<file path="src/rtl/armleocpu_cache_arbiter.sv">
// Shares one cache port between instruction fetch (f_*) and load/store (d_*) requesters.
// Define ARMLEOCPU_CACHE_ARB_ROUND_ROBIN_EN for round-robin tie-break; otherwise FIXED_PRIORITY wins ties.
module armleocpu_cache_arbiter #(
  parameter int FIXED_PRIORITY = 1,
  parameter int MAX_BURST      = 4
) (
  input  logic        clk,
  input  logic        rst,
  input  logic        c_reset_done,
  input  logic [3:0]  c_response,
  input  logic [31:0] c_load_data,
  output logic [3:0]  c_cmd,
  output logic [31:0] c_address,
  output logic [2:0]  c_load_type,
  output logic [1:0]  c_store_type,
  output logic [31:0] c_store_data,
  input  logic [3:0]  f_cmd,
  input  logic [31:0] f_address,
  output logic [3:0]  f_response,
  output logic [31:0] f_load_data,
  output logic        f_reset_done,
  input  logic [3:0]  d_cmd,
  input  logic [31:0] d_address,
  input  logic [2:0]  d_load_type,
  input  logic [1:0]  d_store_type,
  input  logic [31:0] d_store_data,
  output logic [3:0]  d_response,
  output logic [31:0] d_load_data,
  output logic        d_reset_done,
  output logic [1:0]  arb_owner
);

  localparam logic [3:0] CMD_NONE         = 4'd0;
  localparam logic [3:0] RESP_IDLE        = 4'd0;
  localparam logic [3:0] RESP_WAIT        = 4'd1;
  localparam logic [3:0] RESP_DONE        = 4'd2;
  localparam logic [3:0] RESP_ACCESSFAULT = 4'd3;
  localparam logic [3:0] RESP_PAGEFAULT   = 4'd4;
  localparam logic [3:0] RESP_MISSALIGNED = 4'd5;
  localparam logic [2:0] LD_TYPE_LW       = 3'b010;
  localparam logic       FIXED_D          = (FIXED_PRIORITY != 0);
  localparam logic [3:0] MAX_BURST_L      = 4'(MAX_BURST);

  typedef enum logic [1:0] {
    ST_IDLE   = 2'd0,
    ST_BUSY_F = 2'd1,
    ST_BUSY_D = 2'd2
  } state_t;

  state_t     state_q, state_d;
  logic       last_grant_q, last_grant_d;
  logic [3:0] burst_cnt_q, burst_cnt_d;

  logic f_pend, d_pend, both_pend, busy, owner_d, completion, locked, arb_cycle, active;
  logic tie_d, starve, grant_valid, grant_d, sel_valid, sel_d;

  assign f_pend     = (f_cmd != CMD_NONE);
  assign d_pend     = (d_cmd != CMD_NONE);
  assign both_pend  = f_pend && d_pend;
  assign busy       = (state_q != ST_IDLE);
  assign owner_d    = (state_q == ST_BUSY_D);
  assign completion = (c_response == RESP_DONE) || (c_response == RESP_ACCESSFAULT) ||
                      (c_response == RESP_MISSALIGNED) || (c_response == RESP_PAGEFAULT);
  assign locked     = busy && (c_response == RESP_WAIT);
  assign arb_cycle  = !busy || completion;
  assign active     = !rst && c_reset_done;

`ifdef ARMLEOCPU_CACHE_ARB_ROUND_ROBIN_EN
  assign tie_d = !last_grant_q;
`else
  assign tie_d = FIXED_D;
`endif

  // Starvation only matters back-to-back: from IDLE the other side was not waiting on us.
  assign starve      = busy && both_pend && (burst_cnt_q >= MAX_BURST_L);
  assign grant_valid = f_pend || d_pend;
  assign grant_d     = both_pend ? (starve ? !owner_d : tie_d) : d_pend;

  always_comb begin
    sel_valid = 1'b0;
    sel_d     = 1'b0;
    if (active) begin
      if (locked) begin
        sel_valid = 1'b1;
        sel_d     = owner_d;
      end else if (arb_cycle) begin
        sel_valid = grant_valid;
        sel_d     = grant_d;
      end
    end
    c_cmd        = CMD_NONE;
    c_address    = d_address;
    c_load_type  = d_load_type;
    c_store_type = d_store_type;
    c_store_data = d_store_data;
    if (sel_valid) begin
      if (sel_d) begin
        c_cmd = d_cmd;
      end else begin
        c_cmd        = f_cmd;
        c_address    = f_address;
        c_load_type  = LD_TYPE_LW;
        c_store_type = 2'd0;
        c_store_data = 32'd0;
      end
    end
  end

  always_comb begin
    f_response = RESP_IDLE;
    d_response = RESP_IDLE;
    if (active) begin
      f_response = f_pend ? RESP_WAIT : RESP_IDLE;
      d_response = d_pend ? RESP_WAIT : RESP_IDLE;
      if (locked || (busy && completion)) begin
        if (owner_d) d_response = c_response;
        else         f_response = c_response;
      end
    end
  end

  assign f_load_data  = c_load_data;
  assign d_load_data  = c_load_data;
  assign f_reset_done = c_reset_done;
  assign d_reset_done = c_reset_done;
  assign arb_owner    = state_q;

  always_comb begin
    state_d      = state_q;
    last_grant_d = last_grant_q;
    burst_cnt_d  = burst_cnt_q;
    if (!c_reset_done) begin
      state_d = ST_IDLE;
    end else if (locked) begin
      state_d = state_q;
    end else if (arb_cycle) begin
      if (grant_valid) begin
        state_d      = grant_d ? ST_BUSY_D : ST_BUSY_F;
        last_grant_d = grant_d;
        if (busy && (grant_d == owner_d) && (grant_d ? f_pend : d_pend))
          burst_cnt_d = (burst_cnt_q == 4'hF) ? 4'hF : burst_cnt_q + 4'd1;
        else
          burst_cnt_d = 4'd1;
      end else begin
        state_d = ST_IDLE;
      end
    end else begin
      // Cache answered something other than WAIT or a completion: drop the command.
      state_d = ST_IDLE;
    end
  end

  always_ff @(posedge clk) begin
    if (rst) begin
      state_q      <= ST_IDLE;
      last_grant_q <= FIXED_D;
      burst_cnt_q  <= 4'd0;
    end else begin
      state_q      <= state_d;
      last_grant_q <= last_grant_d;
      burst_cnt_q  <= burst_cnt_d;
    end
  end

`ifndef SYNTHESIS
  a_cache_protocol: assert property (@(posedge clk) disable iff (rst)
    (c_reset_done && busy) |-> (locked || completion));
`endif

endmodule
</file>
<file path="config.mk">
export PLATFORM = sky130hd
export DESIGN_NAME = armleocpu_cache_arbiter
export DESIGN_NICKNAME = d
export VERILOG_FILES = /design/src/rtl/armleocpu_cache_arbiter.sv
export SDC_FILE = /design/constraint.sdc
export NUM_CORES = 1
export LEC_CHECK = 0
export ABC_AREA = 1
export BUFFER_PORTS_ARGS = -buffer_cell sky130_fd_sc_hd__buf_2
export CAP_MARGIN = 20
export CORE_AREA = 2 2 115 117
export DETAILED_ROUTE_END_ITERATION = 12
export DIE_AREA = 0 0 117 119
export PLACE_DENSITY = 0.59
export SYNTH_ARGS = -nofsm -noshare
export SYNTH_HDL_FRONTEND = slang
export SYNTH_SLANG_ARGS = --single-unit
</file>
<file path="constraint.sdc">
create_clock -name clk -period 1.4 [get_ports clk]
set_input_delay 0.21 -clock clk [delete_from_list [all_inputs] [get_ports clk]]
set_output_delay 0.21 -clock clk [all_outputs]
set_load 0.005 [all_outputs]
</file>
## Word level (Yosys, flattened, before mapping)

Cells that the tools add are included.
Widths: inputs -> output; s select.

| word-level totals | value |
|---|---|
| bits in registers | 6 |
| bits of input ports | 148 |
| output and inout bits | 149 |
| word-level logic and storage cells | 68 |

| cells by class | value |
|---|---|
| add/sub/neg operators | 1 |
| magnitude comparators | 1 |
| equality and inequality tests | 8 |
| multiplexer cells | 32 |
| bitwise gates (word level) | 2 |
| reduce and logical (&&, ||, !) cells | 22 |

Operators by type and width:

| kind | count |
|---|---|
| $mux 32 | 4 |
| $mux 4 | 10 |
| $mux 1 | 11 |
| $mux 2 | 5 |
| $eq 4x2->1 const B | 2 |
| $eq 4x3->1 const B | 2 |
| $logic_and 1x1->1 | 8 |
| $reduce_bool 4->1 | 2 |
| $logic_or 1x1->1 | 6 |
| $mux 3 | 2 |
| $add 4x1->4 const B | 1 |
| $eq 4x1->1 const B | 1 |
| $eq 4x4->1 const B | 1 |
| $ge 4x3->1 const B | 1 |
| $reduce_and 4->1 | 1 |
| $logic_not 1->1 | 3 |
| $eq 2x2->1 const B | 1 |
| $not 1->1 | 2 |
| $reduce_bool 2->1 | 1 |
| $reduce_or 2->1 | 1 |
| $eq 1x1->1 | 1 |

## Logic depth before layout (Yosys ltp)

| logic depth | value |
|---|---|
| word-level depth | 11 |
| depth in mapped cells | 11 |
| depth with buffers taken out | 10 |

## Least setup slack after synthesis

Ideal clock, no wire load.

| timing | value |
|---|---|
| path kind | flip-flop to output port |
| from | register state_q[0] (netlist: arb_owner[0]) |
| to | output port c_store_data[10] |
| data arrival time | 1.276 ns |
| required time | 1.190 ns |
| path slack | -0.086 ns |
| stages on the path, launching flop included | 12 |
| path buffers | 1 |
| path through | dfxtp_1 inv_2 nand2_1 nor2_1 nand2_1 nand2_1 nand3_2 nand2_4 nand2_4 inv_6 buf_6 nor2_2 |

| between the ends | value |
|---|---|
| longest elaborated chain between the ends | 10 |
| elaborated cells on any way between the ends | 18 |
| those cells by class | 1 x eq/ne; 10 x mux; 7 x reduce/logical |

Ends and longest elaborated chain:

| item | RTL line | text |
|---|---|---|
| start, declared | 50 | `state_t state_q, state_d;` |
| start signal, assigned | 159 | `state_q <= state_d;` |
| $reduce_bool 2->1 | 60 | `assign busy = (state_q != ST_IDLE);` |
| $logic_and 1x1->1 (2 in series) | 75 | `assign starve = busy && both_pend && (burst_cnt_q >= MAX_BURST_L);` |
| $mux 1 (2 in series) | 77 | `assign grant_d = both_pend ? (starve ? !owner_d : tie_d) : d_pend;` |
| $mux 1 | 86 | `end else if (arb_cycle) begin` |
| $mux 1 | 83 | `if (locked) begin` |
| $mux 1 | 82 | `if (active) begin` |
| $mux 32 | 97 | `if (sel_d) begin` |
| $mux 32 (*) | 96 | `if (sel_valid) begin` |
| end, declared | 16 | `output logic [31:0] c_store_data,` |

Mark *: on every way between the ends. The rest lies on a longest branch, timed or not.

## Worst setup path after layout

| timing | value |
|---|---|
| from | register state_q[1] (netlist: arb_owner[1]) |
| to | output port c_address[0] |

| between the ends | value |
|---|---|
| longest elaborated chain between the ends | 10 |
| elaborated cells on any way between the ends | 18 |
| those cells by class | 1 x eq/ne; 10 x mux; 7 x reduce/logical |

Ends and longest elaborated chain:

| item | RTL line | text |
|---|---|---|
| $reduce_bool 2->1 | 60 |  |
| $logic_and 1x1->1 (2 in series) | 75 |  |
| $mux 1 (2 in series) | 77 |  |
| $mux 1 | 86 |  |
| $mux 1 | 83 |  |
| $mux 1 | 82 |  |
| $mux 32 | 97 |  |
| $mux 32 (*) | 96 |  |
| end, declared | 13 | `output logic [31:0] c_address,` |

Marks and branches as above.

==> run summary <==
Outcome = finished with violations
Violated checks = negative setup slack
Clock Sinks = 6
Initial Util = 15.3%
# DRC = 0
Startpoint class of the critical path = flop
Maximum VDD drop = 0.000416 V
DRT Wirelength = 8.43 mm
Pwr/cell area = 395 nW/um^2
Clk_skew = 0.500 ps
WS Path Type = flop to primary output
Top cells by area, synth = buf_4, nand2_1, inv_1
Sw Ratio = 32.4%
Synthesized area = 1970 um^2
Core box area = 12900 um^2
Area of the multi-input gates = 1260 um^2
Psw = 0.442 mW
Syn-to-layout area delta = 75.3%
Total power = 1.36 mW
Rows = 42
Fillers = 1438
Seq pwr share = 13.6%
Logic pwr share = 52.1%
Hold path cells = 3
Largest net degree at the start of global routing = 33
Chip width = 117 um
DIE HEIGHT = 119 um
Total track usage = 10.6%
Max Cap Violations = 0
Layout net count = 684
Share of async-settable or async-resettable flops after synthesis = 0%
DR vias = 2685
Buf/Inv on CP = 4
Maximum fanout along the worst path = 9
CTS Root Cell = clkbuf_16
Register area = 129 um^2
Warnings from Yosys = 0
RSZ-0062 raised after global routing = yes
H-tree Lvls = 1
Top cell type's share of synthesized area = 27.1%
CP max stage delay = 370 ps
Hold WS = 265 ps
Register bit count reported by yosys = 6
RePlAce Congestion = 0.804
RR Endpoint = arb_owner[0]
CP Cell Sequence = nor2_4 -> inv_2 -> nand3_4 -> nor2_4 -> inv_2 -> nand2_4 -> nand2_8 -> buf_12 -> nand2_1 -> nand2_1 -> buf_2
Clock Latency Late Sink = 230 ps
IO buf count = 198
Synth Area per Inst = 5.41 um^2
Crit path time final = 1870 ps
Worst hold start = rst
Reg2Reg Depth = 10
Final global-route overflow total = 0
Reg2Reg Setup Slack = -20 ps
Most common flop cell mapped by yosys = dfxtp_1
Initial antenna violation count = 0
Critical Path Source = arb_owner[1]
Pleak = 2.03 nW
Peak Freq = 0.535 GHz
Final worst-path cycle share = 134%
Top cell type by total area after synthesis = buf_4
Pint = 0.920 mW
Commonest cells in the netlist = nand2_1, buf_4, inv_1
# diodes = 0
Final Non-Filler Cells = 709
Hold EP = burst_cnt_q[3]
GR Util met3 = 3.56%
GR Layer Usage met1 = 12.8%
Initial DRC Count = 84
Register area share after synthesis = 6.10%
Total CTS buffers = 3
Vias in the first global route = 2243
I/O pin cnt = 297
Critical-path top delay cell = dfxtp_4
Critical path required time = 1190 ps
Final hold vios = 0
Busiest grt layer = met2
Drt first pass iters = 4
Area after DPL = 2840 um^2
Clock power share = 34.3%
Worst path depth = 11
GR Util met2 = 17.8%
Mean number of vias per cell = 3.79
CTS Buffer Depth = 2
Hold bufs inserted after CTS = 0
DP HPWL = 6.02 mm
Critical path's top delay family = simple AND/OR/NAND/NOR gates
Proportion of layout cells with a drive suffix above 1 = 63.0%
First-pass GRT wire length = 11.4 mm
Post-synth EDFFs = 0
Mapped Cells = 364
Final instance area = 3450 um^2
Hold WC Path Type = input pin to flop
Setup violators final = 80
Unique masters post-synth = 22
Die area = 13900 um^2
Routed length per instance = 11.9 um
Detail Route Antenna Nets = 0
Clock slew at reported path FFs = 30 ps
Worst EP arrival = 1660 ps
Fin. max-slew vios = 0
Top-count cell post-synth = nand2_1
Final WS setup = -471 ps
Setup crit end kind = primary output
CTS tree = done
FF-to-FF Start = arb_owner[1]
Dpl cells = 686
metal layers:
metal | share of wire (%) | wire (um) | vias up
li1 | - | - | 1361
met1 | 40 | 3350 | 1147
met2 | 48 | 4050 | 167
met3 | 11 | 957 | 10
met4 | 0.94 | 79 | 0
met5 | 0 | 0 | -
state kept, by name, indices dropped and copies added, names as in the netlist:
signal	flops
burst_cnt_q	4
arb_owner	2
timing repair:
item                       in CTS  in global routing
hold endpoints to repair        0                  0
pin swaps                       2                 10
setup endpoints to repair      81                 81
gates resized for setup        43                 43
cloned                          8                  1
buffers inserted                4                  7
stage by stage:
stage	setup TNS (ps)	util, %	setup WS, ps
3_3_place_gp	-23450	22.0	-351
2_1_floorplan	-890	-	-24.0
5_1_grt	-42710	26.8	-563
6_report	-34710	26.8	-471
3_5_place_dp	-22160	22.0	-343
4_1_cts	-33320	25.0	-461
logic make-up after synthesis:
family,count (synthesis),share of synthesized area [%]
AO/OA/AOI/OAI,10,2.54
adder cells (fa/ha/maj),1,0.636
flip-flops,6,6.10
other,1,0.191
buffers and inverters,140,41.8
AND/OR/NAND/NOR,206,48.7
how the worst max path moves through the flow:
stage / slack (ps) / endpoint
after floorplan: -20 / c_store_data[10]
after global placement: -350 / c_store_type[1]
after detailed placement: -340 / c_store_type[1]
after CTS: -460 / c_store_data[28]
after global routing: -560 / c_address[26]
final: -470 / c_address[0]
cell usage in the layout (no fill, tap or decap), types with 3 or more instances in the layout:
| master | n |
|---|---|
| nor3_1 | 6 |
| buf_2 | 195 |
| buf_6 | 6 |
| inv_1 | 54 |
| buf_4 | 30 |
| nor2_1 | 19 |
| nand3_2 | 8 |
| buf_12 | 5 |
| nor2_2 | 31 |
| nand3_1 | 34 |
| nand2_2 | 16 |
| clkbuf_16 | 3 |
| inv_8 | 4 |
| nand2_4 | 8 |
| dfxtp_1 | 3 |
| a21oi_1 | 5 |
| nand2_1 | 67 |
| nor2_4 | 11 |
| inv_2 | 5 |
layout make-up:
cell class | count | area share [%]
Timing Repair Buffer | 238 | 41.3
Multi-Input combinational cell | 219 | 36.6
Inverter | 60 | 7.00
Tap cell | 176 | 6.38
Sequential cell | 6 | 3.74
Timing Repair inverter | 7 | 2.83
Clock buffer | 3 | 2.18
power by group through the flow:
| stage | Sequential [mW] | Clock, mW | Combinational [mW] |
|---|---|---|---|
| after global routing | 0.185 | 0.486 | 0.787 |
| after global placement | 0.189 | 0 | 0.626 |
| after floorplan | 0.187 | 0 | 0.407 |
| after detailed placement | 0.189 | 0 | 0.624 |
| after CTS | 0.184 | 0.477 | 0.664 |
| final | 0.185 | 0.467 | 0.710 |
worst register-to-register path, delay by kind of cell (launching register included):
family	cells	cell delay, ps
and+or+nand+nor	5	450
DFF	1	350
buffers and inverters	5	500
(Power assumes the default switching activity.)
